$ cat src/rtl/subcarrier_pkg.sv
// ---------------------------------------------------------------------------
// subcarrier_pkg
//   Shared types and constants for the composite subcarrier sequencer.
//   sc_mode_t    : mode handed to the NCO (off / NTSC / PAL).
//   line_state_t : per-line burst sequencer states.
//   decode_mode  : maps the 2-bit register encoding onto sc_mode_t
//                  (the reserved code 3 behaves as off).
// ---------------------------------------------------------------------------
package subcarrier_pkg;

    typedef enum logic [1:0] {
        SC_OFF  = 2'd0,
        SC_NTSC = 2'd1,
        SC_PAL  = 2'd2
    } sc_mode_t;

    typedef enum logic [1:0] {
        IDLE   = 2'd0,
        BREEZE = 2'd1,
        BURST  = 2'd2,
        ACTIVE = 2'd3
    } line_state_t;

    localparam int         PHASE_W_DEF = 40;
    localparam int         CNT_W       = 16;
    localparam logic [7:0] NTSC_OFFSET = 8'h00;
    // +45 degrees of the 256-entry sine LUT.
    localparam logic [7:0] PAL_OFFSET  = 8'h20;

    function automatic sc_mode_t decode_mode(input logic [1:0] raw);
        case (raw)
            2'd1:    return SC_NTSC;
            2'd2:    return SC_PAL;
            default: return SC_OFF;
        endcase
    endfunction

endpackage

$ cat src/rtl/sc_edge_det.sv
// ---------------------------------------------------------------------------
// sc_edge_det
//   One-register rise/fall detector. The edge is flagged combinationally in
//   the same cycle the input changes, compared against last cycle's value.
// Ports:
//   clk      in   system clock
//   reset_n  in   async active-low reset (history register clears to 0)
//   sig_i    in   level to watch, synchronous to clk
//   rise_o   out  sig_i & ~previous
//   fall_o   out  ~sig_i & previous
// ---------------------------------------------------------------------------
module sc_edge_det (
    input  logic clk,
    input  logic reset_n,
    input  logic sig_i,
    output logic rise_o,
    output logic fall_o
);

    logic sig_q;

    // NOTE: sequential state uses non-blocking assignments so every flop
    // samples pre-edge values regardless of process evaluation order.
    always_ff @(posedge clk or negedge reset_n) begin
        if (!reset_n) begin
            sig_q <= 1'b0;
        end else begin
            sig_q <= sig_i;
        end
    end

    assign rise_o = sig_i & ~sig_q;
    assign fall_o = ~sig_i & sig_q;

endmodule

$ cat src/rtl/subcarrier_ctrl.sv
// ---------------------------------------------------------------------------
// subcarrier_ctrl
//   Per-line / per-field sequencer for the composite subcarrier NCO.
//   Software writes land in shadow registers and are applied only at a
//   field boundary (vsync rise). The line FSM times the colour-burst gate
//   after each HSYNC; PAL V-switch and the NCO phase-reload strobe are
//   generated here as well.
// Ports:
//   clk            in   system clock
//   reset_n        in   async active-low reset
//   cfg_we         in   1-cycle write strobe for the cfg_* fields
//   cfg_mode       in   0=off, 1=NTSC, 2=PAL, 3=off (reserved)
//   cfg_inc_ntsc   in   NTSC phase increment
//   cfg_inc_pal    in   PAL phase increment
//   hsync / vsync  in   active-high sync levels, synchronous to clk
//   phase_inc      out  NCO increment for the applied mode (0 when off)
//   sc_mode        out  applied mode (0/1/2)
//   phase_load     out  1-cycle accumulator reload strobe
//   phase_offset   out  LUT-index reload value
//   burst_gate     out  high for the burst window of each line
//   pal_vswitch    out  PAL V-axis polarity of the current line
//   cfg_pending    out  a shadow write awaits the next field boundary
// ---------------------------------------------------------------------------
module subcarrier_ctrl
    import subcarrier_pkg::*;
#(
    parameter int PHASE_W        = PHASE_W_DEF,
    parameter int BREEZEWAY_CLKS = 30,
    parameter int BURST_CLKS     = 120,
    parameter bit FIELD_RESYNC   = 1'b1
) (
    input  logic               clk,
    input  logic               reset_n,
    input  logic               cfg_we,
    input  logic [1:0]         cfg_mode,
    input  logic [PHASE_W-1:0] cfg_inc_ntsc,
    input  logic [PHASE_W-1:0] cfg_inc_pal,
    input  logic               hsync,
    input  logic               vsync,
    output logic [PHASE_W-1:0] phase_inc,
    output logic [1:0]         sc_mode,
    output logic               phase_load,
    output logic [7:0]         phase_offset,
    output logic               burst_gate,
    output logic               pal_vswitch,
    output logic               cfg_pending
);

    // ------------------------------------------------------------------
    // Elaboration checks: both window lengths must load into the counter.
    // ------------------------------------------------------------------
    if (BREEZEWAY_CLKS < 1 || BREEZEWAY_CLKS > (1 << CNT_W)) begin : g_bad_breezeway
        $error("subcarrier_ctrl: BREEZEWAY_CLKS out of range for the line counter");
    end
    if (BURST_CLKS < 1 || BURST_CLKS > (1 << CNT_W)) begin : g_bad_burst
        $error("subcarrier_ctrl: BURST_CLKS out of range for the line counter");
    end
    if (PHASE_W < 1) begin : g_bad_phase_w
        $error("subcarrier_ctrl: PHASE_W must be at least 1");
    end

    // Counter counts down to 0, so it is loaded with length-1.
    localparam logic [CNT_W-1:0] BREEZE_LOAD = CNT_W'(BREEZEWAY_CLKS - 1);
    localparam logic [CNT_W-1:0] BURST_LOAD  = CNT_W'(BURST_CLKS - 1);

    // ------------------------------------------------------------------
    // Sync edge detection
    // ------------------------------------------------------------------
    logic hs_rise, hs_fall;
    logic vs_rise, vs_fall_unused;

    sc_edge_det u_hs_edge (
        .clk     (clk),
        .reset_n (reset_n),
        .sig_i   (hsync),
        .rise_o  (hs_rise),
        .fall_o  (hs_fall)
    );

    sc_edge_det u_vs_edge (
        .clk     (clk),
        .reset_n (reset_n),
        .sig_i   (vsync),
        .rise_o  (vs_rise),
        .fall_o  (vs_fall_unused)
    );

    // ------------------------------------------------------------------
    // Shadow / applied configuration
    // ------------------------------------------------------------------
    sc_mode_t           shadow_mode_q, shadow_mode_d;
    logic [PHASE_W-1:0] shadow_ntsc_q, shadow_ntsc_d;
    logic [PHASE_W-1:0] shadow_pal_q,  shadow_pal_d;
    logic               pending_q,     pending_d;

    sc_mode_t           applied_mode_q, applied_mode_d;
    logic [PHASE_W-1:0] applied_ntsc_q, applied_ntsc_d;
    logic [PHASE_W-1:0] applied_pal_q,  applied_pal_d;

    logic               phase_load_q, phase_load_d;
    logic               vswitch_q,    vswitch_d;

    logic               apply_now;
    logic               cfg_changed;
    logic [PHASE_W-1:0] shadow_inc;
    logic [PHASE_W-1:0] applied_inc;

    assign apply_now = vs_rise & pending_q;

    // Effective increment of a configuration: what the NCO would actually
    // see. Used both for the output and for detecting a real change.
    // NOTE: every combinational output gets a default first so no path
    // leaves it unassigned (which would infer a latch).
    always_comb begin
        shadow_inc  = '0;
        applied_inc = '0;
        case (shadow_mode_q)
            SC_NTSC: shadow_inc = shadow_ntsc_q;
            SC_PAL:  shadow_inc = shadow_pal_q;
            default: shadow_inc = '0;
        endcase
        case (applied_mode_q)
            SC_NTSC: applied_inc = applied_ntsc_q;
            SC_PAL:  applied_inc = applied_pal_q;
            default: applied_inc = '0;
        endcase
    end

    assign cfg_changed = (shadow_mode_q != applied_mode_q) || (shadow_inc != applied_inc);

    // Apply reads the shadow before this cycle's write lands, so a write
    // coincident with the boundary stays pending for the next field.
    always_comb begin
        shadow_mode_d  = shadow_mode_q;
        shadow_ntsc_d  = shadow_ntsc_q;
        shadow_pal_d   = shadow_pal_q;
        pending_d      = pending_q;
        applied_mode_d = applied_mode_q;
        applied_ntsc_d = applied_ntsc_q;
        applied_pal_d  = applied_pal_q;

        if (apply_now) begin
            applied_mode_d = shadow_mode_q;
            applied_ntsc_d = shadow_ntsc_q;
            applied_pal_d  = shadow_pal_q;
            pending_d      = 1'b0;
        end
        if (cfg_we) begin
            shadow_mode_d = decode_mode(cfg_mode);
            shadow_ntsc_d = cfg_inc_ntsc;
            shadow_pal_d  = cfg_inc_pal;
            pending_d     = 1'b1;
        end
    end

    // Reload strobe lands the cycle after the vsync rise, together with
    // the newly applied configuration.
    assign phase_load_d = vs_rise & (FIELD_RESYNC | (apply_now & cfg_changed));

    // V-switch toggles per line in PAL only; a new field restarts it at 0.
    always_comb begin
        vswitch_d = vswitch_q;
        if (vs_rise || applied_mode_q != SC_PAL) begin
            vswitch_d = 1'b0;
        end else if (hs_rise) begin
            vswitch_d = ~vswitch_q;
        end
    end

    always_ff @(posedge clk or negedge reset_n) begin
        if (!reset_n) begin
            shadow_mode_q  <= SC_OFF;
            shadow_ntsc_q  <= '0;
            shadow_pal_q   <= '0;
            pending_q      <= 1'b0;
            applied_mode_q <= SC_OFF;
            applied_ntsc_q <= '0;
            applied_pal_q  <= '0;
            phase_load_q   <= 1'b0;
            vswitch_q      <= 1'b0;
        end else begin
            shadow_mode_q  <= shadow_mode_d;
            shadow_ntsc_q  <= shadow_ntsc_d;
            shadow_pal_q   <= shadow_pal_d;
            pending_q      <= pending_d;
            applied_mode_q <= applied_mode_d;
            applied_ntsc_q <= applied_ntsc_d;
            applied_pal_q  <= applied_pal_d;
            phase_load_q   <= phase_load_d;
            vswitch_q      <= vswitch_d;
        end
    end

    // ------------------------------------------------------------------
    // Line FSM: state register / next state / outputs
    // ------------------------------------------------------------------
    line_state_t       state_q, state_d;
    logic [CNT_W-1:0]  cnt_q,   cnt_d;

    always_ff @(posedge clk or negedge reset_n) begin
        if (!reset_n) begin
            state_q <= IDLE;
            cnt_q   <= '0;
        end else begin
            state_q <= state_d;
            cnt_q   <= cnt_d;
        end
    end

    // vsync high (which includes every field boundary, and therefore every
    // mode change) or an off mode parks the FSM in IDLE.
    always_comb begin
        state_d = state_q;
        cnt_d   = cnt_q;
        if (vsync || applied_mode_q == SC_OFF) begin
            state_d = IDLE;
            cnt_d   = '0;
        end else begin
            case (state_q)
                IDLE: begin
                    if (hs_fall) begin
                        state_d = BREEZE;
                        cnt_d   = BREEZE_LOAD;
                    end
                end
                BREEZE: begin
                    if (hs_rise) begin
                        state_d = IDLE;
                    end else if (cnt_q == '0) begin
                        state_d = BURST;
                        cnt_d   = BURST_LOAD;
                    end else begin
                        cnt_d = cnt_q - 1'b1;
                    end
                end
                BURST: begin
                    if (hs_rise) begin
                        state_d = IDLE;
                    end else if (cnt_q == '0) begin
                        state_d = ACTIVE;
                    end else begin
                        cnt_d = cnt_q - 1'b1;
                    end
                end
                ACTIVE: begin
                    if (hs_rise) begin
                        state_d = IDLE;
                    end
                end
                default: begin
                    state_d = IDLE;
                    cnt_d   = '0;
                end
            endcase
        end
    end

    // Gate decodes the registered state, so an abort drops it cleanly on
    // the following cycle and it can never be shorter than one clock.
    always_comb begin
        burst_gate = 1'b0;
        if (state_q == BURST && applied_mode_q != SC_OFF) begin
            burst_gate = 1'b1;
        end
    end

    // ------------------------------------------------------------------
    // NCO-facing outputs
    // ------------------------------------------------------------------
    assign phase_inc    = applied_inc;
    assign sc_mode      = applied_mode_q;
    assign phase_offset = (applied_mode_q == SC_PAL) ? PAL_OFFSET : NTSC_OFFSET;
    assign phase_load   = phase_load_q & (applied_mode_q != SC_OFF);
    assign pal_vswitch  = vswitch_q & (applied_mode_q == SC_PAL);
    assign cfg_pending  = pending_q;

endmodule

$ cat config.mk
export PLATFORM = sky130hd
export DESIGN_NAME = subcarrier_ctrl
export DESIGN_NICKNAME = d
export VERILOG_FILES = /design/src/rtl/subcarrier_pkg.sv /design/src/rtl/sc_edge_det.sv /design/src/rtl/subcarrier_ctrl.sv
export SDC_FILE = /design/constraint.sdc
export NUM_CORES = 1
export LEC_CHECK = 0
export ABC_AREA = 1
export CAP_MARGIN = 20
export CORE_MARGIN = 2
export CORE_UTILIZATION = 44
export CTS_CLUSTER_DIAMETER = 80
export DETAILED_ROUTE_END_ITERATION = 16
export GPL_ROUTABILITY_DRIVEN = 0
export GPL_TIMING_DRIVEN = 0
export MAX_ROUTING_LAYER = met4
export PLACE_DENSITY = 0.79
export SLEW_MARGIN = 10
export SYNTH_ARGS = -nofsm -noshare
export SYNTH_HDL_FRONTEND = slang
export SYNTH_SLANG_ARGS = --single-unit
$ cat constraint.sdc
create_clock -name clk -period 2 [get_ports clk]
set_clock_uncertainty 0.2 [all_clocks]
set_input_delay 0.5 -clock clk [delete_from_list [all_inputs] [get_ports clk]]
set_output_delay 0.5 -clock clk [all_outputs]
set_load 0.1 [all_outputs]
* Word-level counts from Yosys, hierarchy flattened *
Cells that the tools add are included.

cells by class
  multiplexer cells = 23
  bitwise operators = 10
  reduce and logical (&&, ||, !) cells = 12
  add/sub/neg operators = 1
  eq/ne operators = 15

operators by type and width
  operator               number
  $mux 16                6
  $pmux 40 s2            1
  $pmux 16 s3            1
  $logic_not 16->1       1
  $sub 16x1->16 const B  1
  $ne 3x3->1 const B     5
  $mux 2                 7
  $eq 2x2->1 const B     4
  $ne 4x4->1 const B     2
  $pmux 2 s4             1
  $and 1x1->1            6
  $eq 2x1->1 const B     3
  $mux 6                 1
  $reduce_bool 2->1      3
  $mux 1                 5
  $reduce_and 5->1       1
  $logic_not 2->1        2
  $not 1->1              4
  $pmux 2 s2             1
  $reduce_and 4->1       1
  $reduce_bool 4->1      1
  $logic_or 1x1->1       2
  $ne 2x2->1 const B     1
  $logic_and 1x1->1      1

word-level totals
  bits of input ports = 87
  output and inout bits = 54
  register bits = 187
  word-level logic and storage cells = 74

* Logic depth before layout (Yosys ltp) *
  depth in word-level cells = 5
  mapped depth = 12
  depth with buffers taken out = 11

* Modules after synthesis *
Synthesis repeated with hierarchy kept, for this count alone.

second synthesis, totals
  cell total of the unflattened synthesis = 1002
  area total of the unflattened synthesis = 8244.2 sq um

by module, submodules not included
  module           times used  sequential area each (sq um)  cells each  area an instance (sq um)
  subcarrier_ctrl  1           4629.4                        992         8164.1
  sc_edge_det      2           25.0                          5           40.0

* Least setup slack after synthesis *
No wires, ideal clock.

  path type = register -> output
  start point = register applied_mode_q[1] (netlist: sc_mode[1])
  end point = output phase_inc[0]
  stages on the path, launching flop included = 6
  setup slack = -2.649 ns
  data arrival time = 3.949 ns
  path buffers = 2
  data required time = 1.300 ns
  cell sequence = dfrtp_1 -> ha_1 -> clkbuf_1 -> clkbuf_1 -> nand2_1 -> a21oi_1

on the way
  longest elaborated chain between the ends = 2
  elaborated cells between the ends (all ways) = 3
  classes of those cells = eq/ne (2); mux (1)

RTL lines
  element                                   RTL line                RTL
  start: declaration                        subcarrier_ctrl.sv:96   sc_mode_t applied_mode_q, applied_mode_d;
  start signal: assignment                  subcarrier_ctrl.sv:186  applied_mode_q <= applied_mode_d;
  $eq 2x2->1 or $eq 2x1->1 (tied branches)  subcarrier_ctrl.sv:122  case (applied_mode_q)
  $pmux 40 s2 *                             subcarrier_ctrl.sv:122
  end: declaration                          subcarrier_ctrl.sv:40   output logic [PHASE_W-1:0] phase_inc,

Every way passes the cells marked *; elsewhere a longest branch is shown, timed or not.

* Final worst setup path *
  start point = register applied_mode_q[0] (netlist: sc_mode[0])
  end point = output phase_inc[20]

The elaborated chain is that of the path after synthesis.

==> flow_metrics.env <==
export IMPL_antenna_left=0
export IMPL_fp_row_count=49
export IMPL_synthCells=958
export IMPL_status="finished, violations left"
export IMPL_rsz0062_at_grt="yes"
export IMPL_netSwitchingPower_mw=4.37
export IMPL_area_growth_syn_to_layout_pct=49.5
export IMPL_post_place_cells=1326
export IMPL_io_pins=141
export IMPL_yosysUniqueCellTypes=28
export IMPL_die_height_um=140
export IMPL_drc_errors=0
export IMPL_drive_gt1_share_pct=24.9
export IMPL_clkLatencyLatePin_ns=0.43
export IMPL_p_int_mw=7.68
export IMPL_fin_crit_ns=2.67
export IMPL_grt_pass1_wl_um=37200
export IMPL_synth_avg_cell_area_um2=8.49
export IMPL_fp_coreArea_um2=18000
export IMPL_antennaDiodeCount=0
export IMPL_end_kind="output port"
export IMPL_drv_cap=0
export IMPL_power_share_combinational_pct=33.1
export IMPL_netSwitchingFraction_pct=36.2
export IMPL_clock_sinks=187
export IMPL_grt_pass1_vias=7391
export IMPL_violations="negative setup slack"
export IMPL_setup_violations_final=44
export IMPL_clock_path_buffers=2
export IMPL_ys_warn_count=0
export IMPL_grt_overflow=0
export IMPL_holdWs_ns=0.104
export IMPL_viasPerCell=5.30
export IMPL_syn_area_um2=8130
export IMPL_antenna_found_initial=0
export IMPL_crit_path_max_fanout=10
export IMPL_nNetsFinal=1234
export IMPL_power_frac_seq_pct=38.1
export IMPL_path_clk_slew_ns=0.07
export IMPL_hold_violations=0
export IMPL_timing_final_ws_setup_ns=-0.669
export IMPL_ys_seq_area_share_pct=57.5
export IMPL_ys_ff_latch=187
export IMPL_maxSlewViolCount=0
export IMPL_final_cells=1381
export IMPL_power_density_nw_per_um2=991
export IMPL_cp_arrival_ns=1.97
export IMPL_multi_input_area_um2=3580
export IMPL_via_count=7317
export IMPL_die_x_um=140
export IMPL_holdCritPathClass="input pin to register"
export IMPL_drt_pre_antenna_iters=5
export IMPL_nFillCells=1294
export IMPL_start_util_pct=45.1
export IMPL_leakage_nw=5.38
export IMPL_period_share_pct=133
export IMPL_track_usage_pct=24.9
export IMPL_start_kind="register"
export IMPL_worstSetupPathType="register to output port"
export IMPL_clock_fmax_ghz=0.375
export IMPL_pwr_share_clk_pct=28.9
export IMPL_relSlewSlack_pct=49.9
export IMPL_grt_max_degree=101
export IMPL_ir_worst_vdd_mv=0.758
export IMPL_io_buffers=132
export IMPL_dr_first_iter_drc_count=551
export IMPL_cts_root_buffer="clkbuf_16"
export IMPL_hpwl_um=15400
export IMPL_worst_pin_slew_ns=0.751
export IMPL_h_tree_depth=4
export IMPL_cp_required_ns=1.30
export IMPL_seq_area_um2=4690
export IMPL_avgRoutedWirePerCell_um=17.4
export IMPL_cts_tree="done"
export IMPL_wirelength_um=24000
export IMPL_cts_buffers=17
export IMPL_die_area_um2=19600
[logic make-up (layout without fill, tap and decap cells)]
group	after synthesis	in the layout	share of synthesized area [%]
other	1	7	0.0461
buffers and inverters	173	360	8.72
adders and majority gates	8	8	1.23
and+or+nand+nor	358	359	17.9
xor gates and xnor gates	4	4	0.431
DFF	187	187	57.5
AOI/OAI and AO/OA	227	227	14.1
[final timing paths]
kind / endpoint / slack (ns) / from / cells after the start
worst max-delay path: phase_inc[20] / -0.67 / sc_mode[0] / 7
worst min-delay path: u_vs_edge.sig_q / 0.10 / vsync / 1
worst max register to register: cnt_q[14] / 0 / state_q[1] / 11
worst min register to register: phase_load_q / 0.23 / u_vs_edge.sig_q / 1
max in group asynchronous: cnt_q[15] / 0.22 / reset_n / 3
min in group asynchronous: shadow_pal_q[5] / 0.49 / reset_n / 2
[flip-flops by register name (all words and copies together), names as in the netlist]
| register | cells |
|---|---|
| applied_pal_q | 40 |
| shadow_pal_q | 40 |
| u_vs_edge.sig_q | 1 |
| shadow_mode_q | 2 |
| phase_load_q | 1 |
| shadow_ntsc_q | 40 |
| sc_mode | 2 |
| cnt_q | 16 |
| state_q | 2 |
| applied_ntsc_q | 40 |
| vswitch_q | 1 |
| u_hs_edge.sig_q | 1 |
| cfg_pending | 1 |
[power groups by stage]
stage / clock [mW] / sequential (mW) / combinational (mW)
final: 3.48 / 4.59 / 3.98
after global routing: 3.63 / 4.63 / 4.24
after CTS: 3.49 / 4.54 / 3.59
after detailed placement: 0 / 4.60 / 3.06
after global placement: 0 / 4.58 / 2.97
after floorplan: 0 / 4.59 / 2.20
[per-stage QoR]
step | total power, mW | util (%) | cell area [um^2] | setup WS, ns | setup TNS (ns)
global placement | 7.55 | 57.3 | 10300 | -8.64 | -1476.13
finish | 12.0 | 67.4 | 12200 | -0.669 | -26.40
global route | 12.5 | 67.4 | 12200 | -0.715 | -29.09
detailed placement | 7.65 | 57.5 | 10400 | -1.52 | -101.68
floorplan | 6.78 | - | 8720 | -0.775 | -32.34
CTS | 11.6 | 65.6 | 11800 | -0.653 | -26.39
[critical path: stages (launching register included)]
cell       delay, ns
dfrtp_4         0.50
inv_4           0.08
ha_4            0.15
clkbuf_16       0.16
clkbuf_16       0.16
nand2_2         0.07
a21oi_4         0.21
buf_12          0.20
[metal layers]
metal	GRT usage, %	vias to the layer above	share of wire [%]
met1	30.5	3602	39
met3	4.21	69	5.8
li1	-	3366	-
met5	-	-	0
met4	10.9	0	3.4
met2	40.9	280	52
[cell type report]
cell class | instances | share of cell area [%]
Sequential cell | 187 | 38.6
Multi-Input combinational cell | 605 | 29.4
Clock inverter | 14 | 1.34
Clock buffer | 18 | 3.61
Tap cell | 229 | 2.36
Inverter | 117 | 3.75
Buffer | 56 | 4.49
Timing Repair Buffer | 155 | 16.4
[cell usage after synthesis, drive strengths merged]
cell type  count  area, um^2
nand4          2        18.8
nand2        297        1140
clkbuf        32         120
o22ai          2        12.5
nor4           1        6.26
nor3           3        15.0
o21ai        170         851
conb           1        3.75
o31ai          1        7.51
buf           24         150
nand3         20         100
a21oi         53         269
ha             8         100
xor2           4        35.0
inv          117         439
dfrtp        187        4680
o211ai         1        7.51
nor2          35         171
[timing repair]
item                       CTS  global route
gates resized for setup    470            75
hold buffers                 1             0
cloned                       4             1
buffers inserted            11             8
hold endpoints to repair    99             0
pin swaps                   21            29
setup endpoints to repair  121           129
[cells in the final DEF, fill, tap and decap left out, types with 19 or more instances in the layout]
cell / Yosys / routed
nand2_2: 6 / 34
dfrtp_1: 187 / 183
nand2_1: 289 / 257
o21ai_1: 74 / 75
clkbuf_1: 32 / 19
o21ai_0: 96 / 95
buf_4: 7 / 21
buf_12: 0 / 44
clkbuf_16: 0 / 29
clkdlybuf4s50_1: 0 / 83
inv_1: 110 / 99
a21oi_4: 0 / 41
Note: power is estimated with default switching activity, not from simulation.
